### src/rtl/div_unit.sv
// Purpose : iterative radix-2 restoring divider for RV32M DIV/DIVU/REM/REMU.
// Latency : WIDTH+1 cycles from accepted start to done; 1 cycle for divide-by-zero / signed overflow.
// Backpressure: stall holds the pipeline while a start is pending in IDLE or the divider iterates.
//
// Ports:
//   clk, reset      clock and synchronous active-high reset
//   start           divide-class instruction present in EX (level, held while stalled)
//   op              00 DIV, 01 DIVU, 10 REM, 11 REMU (funct3[1:0])
//   a, b            dividend (rs1) and divisor (rs2)
//   stall           combinational pipeline hold
//   busy            registered; high in DIVIDE and DONE
//   done            registered single-cycle result strobe
//   result          registered quotient or remainder, valid while done=1
module div_unit #(
  parameter int WIDTH = 32
) (
  input  logic             clk,
  input  logic             reset,
  input  logic             start,
  input  logic [1:0]       op,
  input  logic [WIDTH-1:0] a,
  input  logic [WIDTH-1:0] b,
  output logic             stall,
  output logic             busy,
  output logic             done,
  output logic [WIDTH-1:0] result
);

  localparam logic [1:0] S_IDLE   = 2'd0;
  localparam logic [1:0] S_DIVIDE = 2'd1;
  localparam logic [1:0] S_DONE   = 2'd2;

  localparam int CW = $clog2(WIDTH + 1);
  localparam logic [WIDTH-1:0] MIN_VAL = {1'b1, {(WIDTH-1){1'b0}}};

  logic [1:0]       r_state;
  logic             r_rem_sel;   // 1: result is the remainder
  logic             r_neg_q;
  logic             r_neg_r;
  logic [WIDTH-1:0] r_rem;
  logic [WIDTH-1:0] r_quo;
  logic [WIDTH-1:0] r_div;
  logic [CW-1:0]    r_cnt;
  logic             r_busy;
  logic             r_done;
  logic [WIDTH-1:0] r_result;

  // Operand conditioning in IDLE.
  logic             w_signed;
  logic             w_a_neg;
  logic             w_b_neg;
  logic [WIDTH-1:0] w_a_mag;
  logic [WIDTH-1:0] w_b_mag;
  logic             w_div0;
  logic             w_ovf;
  logic [WIDTH-1:0] w_spec_res;

  assign w_signed = ~op[0];
  assign w_a_neg  = w_signed & a[WIDTH-1];
  assign w_b_neg  = w_signed & b[WIDTH-1];
  assign w_a_mag  = w_a_neg ? -a : a;
  assign w_b_mag  = w_b_neg ? -b : b;
  assign w_div0   = (b == '0);
  assign w_ovf    = w_signed & (a == MIN_VAL) & (b == '1);

  // Divide-by-zero: quotient all ones, remainder = a.
  // Signed overflow: quotient = a (MIN), remainder = 0.
  assign w_spec_res = op[1] ? (w_div0 ? a : '0) : (w_div0 ? '1 : a);

  // One restoring step. The partial remainder is always below the divisor,
  // so the shifted value fits in WIDTH+1 bits and the trial's MSB is its sign.
  logic [WIDTH:0]   w_rem_sh;
  logic [WIDTH:0]   w_trial;
  logic             w_ge;
  logic [WIDTH-1:0] w_rem_nx;
  logic [WIDTH-1:0] w_quo_nx;
  logic [WIDTH-1:0] w_quo_fix;
  logic [WIDTH-1:0] w_rem_fix;
  logic [WIDTH-1:0] w_final;

  assign w_rem_sh  = {r_rem, r_quo[WIDTH-1]};
  assign w_trial   = w_rem_sh - {1'b0, r_div};
  assign w_ge      = ~w_trial[WIDTH];
  assign w_rem_nx  = w_ge ? w_trial[WIDTH-1:0] : w_rem_sh[WIDTH-1:0];
  assign w_quo_nx  = {r_quo[WIDTH-2:0], w_ge};
  assign w_quo_fix = r_neg_q ? -w_quo_nx : w_quo_nx;
  assign w_rem_fix = r_neg_r ? -w_rem_nx : w_rem_nx;
  assign w_final   = r_rem_sel ? w_rem_fix : w_quo_fix;

  always_ff @(posedge clk) begin
    if (reset) begin
      r_state   <= S_IDLE;
      r_rem_sel <= 1'b0;
      r_neg_q   <= 1'b0;
      r_neg_r   <= 1'b0;
      r_rem     <= '0;
      r_quo     <= '0;
      r_div     <= '0;
      r_cnt     <= '0;
      r_busy    <= 1'b0;
      r_done    <= 1'b0;
      r_result  <= '0;
    end else begin
      r_done <= 1'b0;
      case (r_state)
        S_IDLE: begin
          if (start) begin
            r_rem_sel <= op[1];
            r_busy    <= 1'b1;
            if (w_div0 || w_ovf) begin
              r_result <= w_spec_res;
              r_done   <= 1'b1;
              r_state  <= S_DONE;
            end else begin
              r_neg_q <= (op == 2'b00) & (a[WIDTH-1] ^ b[WIDTH-1]);
              r_neg_r <= (op == 2'b10) & a[WIDTH-1];
              r_rem   <= '0;
              r_quo   <= w_a_mag;
              r_div   <= w_b_mag;
              r_cnt   <= CW'(WIDTH);
              r_state <= S_DIVIDE;
            end
          end
        end
        S_DIVIDE: begin
          r_rem <= w_rem_nx;
          r_quo <= w_quo_nx;
          r_cnt <= r_cnt - CW'(1);
          // Last iteration: the corrected result is registered directly.
          if (r_cnt == CW'(1)) begin
            r_result <= w_final;
            r_done   <= 1'b1;
            r_state  <= S_DONE;
          end
        end
        S_DONE: begin
          // start is still high here as the instruction leaves EX; ignore it.
          r_busy  <= 1'b0;
          r_state <= S_IDLE;
        end
        default: begin
          r_busy  <= 1'b0;
          r_state <= S_IDLE;
        end
      endcase
    end
  end

  assign stall  = ((r_state == S_IDLE) && start) || (r_state == S_DIVIDE);
  assign busy   = r_busy;
  assign done   = r_done;
  assign result = r_result;

endmodule

### config.mk
export PLATFORM = sky130hd
export DESIGN_NAME = div_unit
export DESIGN_NICKNAME = d
export VERILOG_FILES = /design/src/rtl/div_unit.sv
export SDC_FILE = /design/constraint.sdc
export NUM_CORES = 1
export LEC_CHECK = 0
export ABC_AREA = 1
export CAP_MARGIN = 20
export CORE_MARGIN = 3
export CORE_UTILIZATION = 50
export DETAILED_ROUTE_END_ITERATION = 6
export GPL_ROUTABILITY_DRIVEN = 0
export GPL_TIMING_DRIVEN = 0
export PLACE_DENSITY_LB_ADDON = 0.3
export SLEW_MARGIN = 20
export SYNTH_ARGS = -nofsm -noshare
export SYNTH_HDL_FRONTEND = slang
export SYNTH_SLANG_ARGS = --single-unit
### constraint.sdc
create_clock -name clk -period 9.45 [get_ports clk]
set_input_delay 0.945 -clock clk [delete_from_list [all_inputs] [get_ports clk]]
set_output_delay 0.945 -clock clk [all_outputs]
set_load 0.005 [all_outputs]
==> impl_results.md <==
- Slew @ Worst Pin: 0.823 ns
- PortBufs: 103
- Overall Global Routing Usage: 0.335
- Initial drt markers: 2307
- Drt via density: 5.93
- Initial Utilization: 0.517
- Max-cap violations: 0
- Unrepaired setup endpoints after global routing: no
- Xor/xnor share of the synthesized area: 0.0472
- Clk buf depth: 2
- Main combinational cell family by area after synthesis: simple AND/OR/NAND/NOR gates
- Sinks on the clock net: 141
- Simple-gate share of the synthesized area: 0.383
- Status: finished with violations
- Antenna violations before repair: 0
- Die Height: 166 microns
- Via count: 15600
- First-pass GRT wire length: 75.2 mm
- Tcrit/Tclk final: 0.532
- Routed wire length: 48.0 mm
- DRC: 14
- Placeable core area: 24700 sq um
- Most common cell after layout, fill and taps aside: nand2_1
- Synth Flop Type: dfxtp_1
- Wire per inst: 18.2 microns
- Area grow syn2layout: 15.7%
- Most frequent cells in the layout: 634 x nand2_1, 250 x inv_1, 194 x a21oi_1
- H-tree levels: 4
- Max Fanout on Critical Path: 10
- Antenna diodes: 0
- Ys async rst share: 0
- Synth top area cells: dfxtp_1 22%, nand2_1 19%, a21oi_1 7.6%, inv_1 7.3%, o21ai_0 6.2%
- CTS root buf: clkbuf_16
- Chip width: 166 microns
- Synth Area in Compound Gates: 0.197
- Row cnt: 57
- Leakage power: 0.00687 uW
- Drt first pass iters: 7
- Post-Syn Area: 12800 sq um
- Min Tclk post-route: 5.03 ns
- CTS Hold Bufs: 0
- Slowest cell on crit path: fa_1
- Post-CTS Setup Inserts: 0
- Fin Setup TNS: 0 ns
- Syn Nets: 2284
- Die ar.: 27500 sq um
- Req. time, crit path: 9.75 ns
- Cells after synthesis: 2175
- Share of cells above drive strength 1: 0.0701
- Synth top area share: 0.221
- Fin nets: 2406
- Mux cell area share after synthesis: 0.000782
- Pre-CTS WS: 4.56 ns
- CTS tree: built
- Syn_area_per_cell: 5.88 sq um
- Largest net degree at the start of global routing: 17
- Clock transition at path regs: 0.07 ns
- Max Fclk: 0.199 GHz
- Post-synthesis cell type count: 57
- Final setup margin: 4.42 ns
- Violated checks: DRC
- Vias in the first global route: 14400
- Top cell by count, worst path: nand2_1
- Detailed placement HPWL: 38.2 mm
- # fillers: 2365
- Critical path launch point type: register
- Antenna Nets Post-Route: 0
- Register area share after synthesis: 0.221
- Min-Delay Path Class: reg -> reg
- Clock network latency to the later pin of the worst-skew pair: 0.44 ns
- Cell Pwr Density: 147 nW/um^2
- Final Hold Violating Endpoints: 0
- Critical path endpoint category: register
- Register bit count reported by yosys: 141
- Worst path max stage delay: 0.42 ns
- CP arrival: 5.32 ns
- CTS buffer count: 17
- Post-cts resize count: 0
- Setup violations, final: 0
- Grt ovf: 0
- Post-synth EDFFs: 0
- Worst Skew: 0.0146 ns
- Adder-cell share of the synthesized area: 0.0405
- Final number of max-transition violations: 0
- Post-synth top area cell: dfxtp_1
- Setup CP Type: reg -> reg
- YS warnings: 0
- IO Pins: 104
- Max_slew headroom: 0.451
- VDD IR max: 0.000104 V
-- per-layer routing --
layer | track usage | part of all wire | up-vias
li1 | - | - | 7347
met1 | 0.441 | 0.40 | 6938
met2 | 0.515 | 0.42 | 1122
met3 | 0.0831 | 0.13 | 220
met4 | 0.161 | 0.052 | 0
met5 | 0 | 0 | -
-- Yosys cell counts, types with 31 or more instances --
master / number
a21oi_1: 194
dfxtp_1: 141
nor2_1: 178
nand2_2: 34
nand2_1: 634
clkbuf_1: 57
o21ai_0: 158
xor2_1: 43
a31oi_1: 31
inv_1: 250
nand3_1: 139
ha_1: 39
-- state kept, by name (all words and copies together) (netlist names) --
signal     flops
r_div         32
r_quo         32
r_rem         32
result        32
r_cnt          6
r_state        2
busy           1
done           1
r_neg_q        1
r_neg_r        1
r_rem_sel      1
-- metrics by stage --
step                      instances  hold slack [ns]  utilization  cell area (sq um)  power [uW]
after detailed placement       2602            0.457        0.575              14200        1480
after CTS                      2634            0.467        0.598              14800        2140
after floorplan                2175            0.430            -              12800        1230
final                          2634            0.465        0.598              14800        2180
after global routing           2634            0.498        0.598              14800        2280
after global placement         2602            0.455        0.575              14200        1470
-- final cells by class --
| type | count | area [sq um] | share of cell area |
|---|---|---|---|
| multi-input cells | 1683 | 8560 | 0.578 |
| flip-flops and latches | 141 | 2820 | 0.191 |
| clock inverters | 13 | 124 | 0.00836 |
| well taps | 324 | 405 | 0.0274 |
| plain buffers | 90 | 438 | 0.0296 |
| inverters | 261 | 980 | 0.0661 |
| repair buffers | 103 | 1030 | 0.0696 |
| clock buffers | 19 | 453 | 0.0306 |
-- cell families (layout without fill, tap and decap cells) --
logic type	after synthesis	after routing
multiplexers	1	1
XOR/XNOR	69	69
AO/OA/AOI/OAI	455	455
AND/OR/NAND/NOR	1117	1117
buffers and inverters	351	486
adder cells (fa/ha/maj)	41	41
flip-flops	141	141
-- where the power goes --
part | leakage, uW | total, uW | switching, uW | internal [uW]
Clock | 0.000283 | 668 | 307 | 361
Sequential | 0.00115 | 673 | 38.2 | 635
Combinational | 0.00543 | 837 | 559 | 277
Total | 0.00687 | 2180 | 904 | 1270
-- critical path, delay by kind of cell (launching register included) --
kind / cells / cell delay (ns)
AO/OA/AOI/OAI: 4 / 0.36
adder cells (fa/ha/maj): 3 / 0.83
buffers and inverters: 5 / 0.65
flip-flops: 1 / 0.32
AND/OR/NAND/NOR: 19 / 2.74
-- path summary, 6_finish.rpt --
kind              startpoint  slack, ns  depth (start not counted)         end
hold / removal    result[16]       0.47                          2  result[16]
setup / recovery   r_quo[31]       4.42                         31  result[30]
hold reg to reg   result[16]       0.47                          2  result[16]
setup reg to reg   r_quo[31]       4.42                         31  result[30]
(Power assumes the default switching activity.)
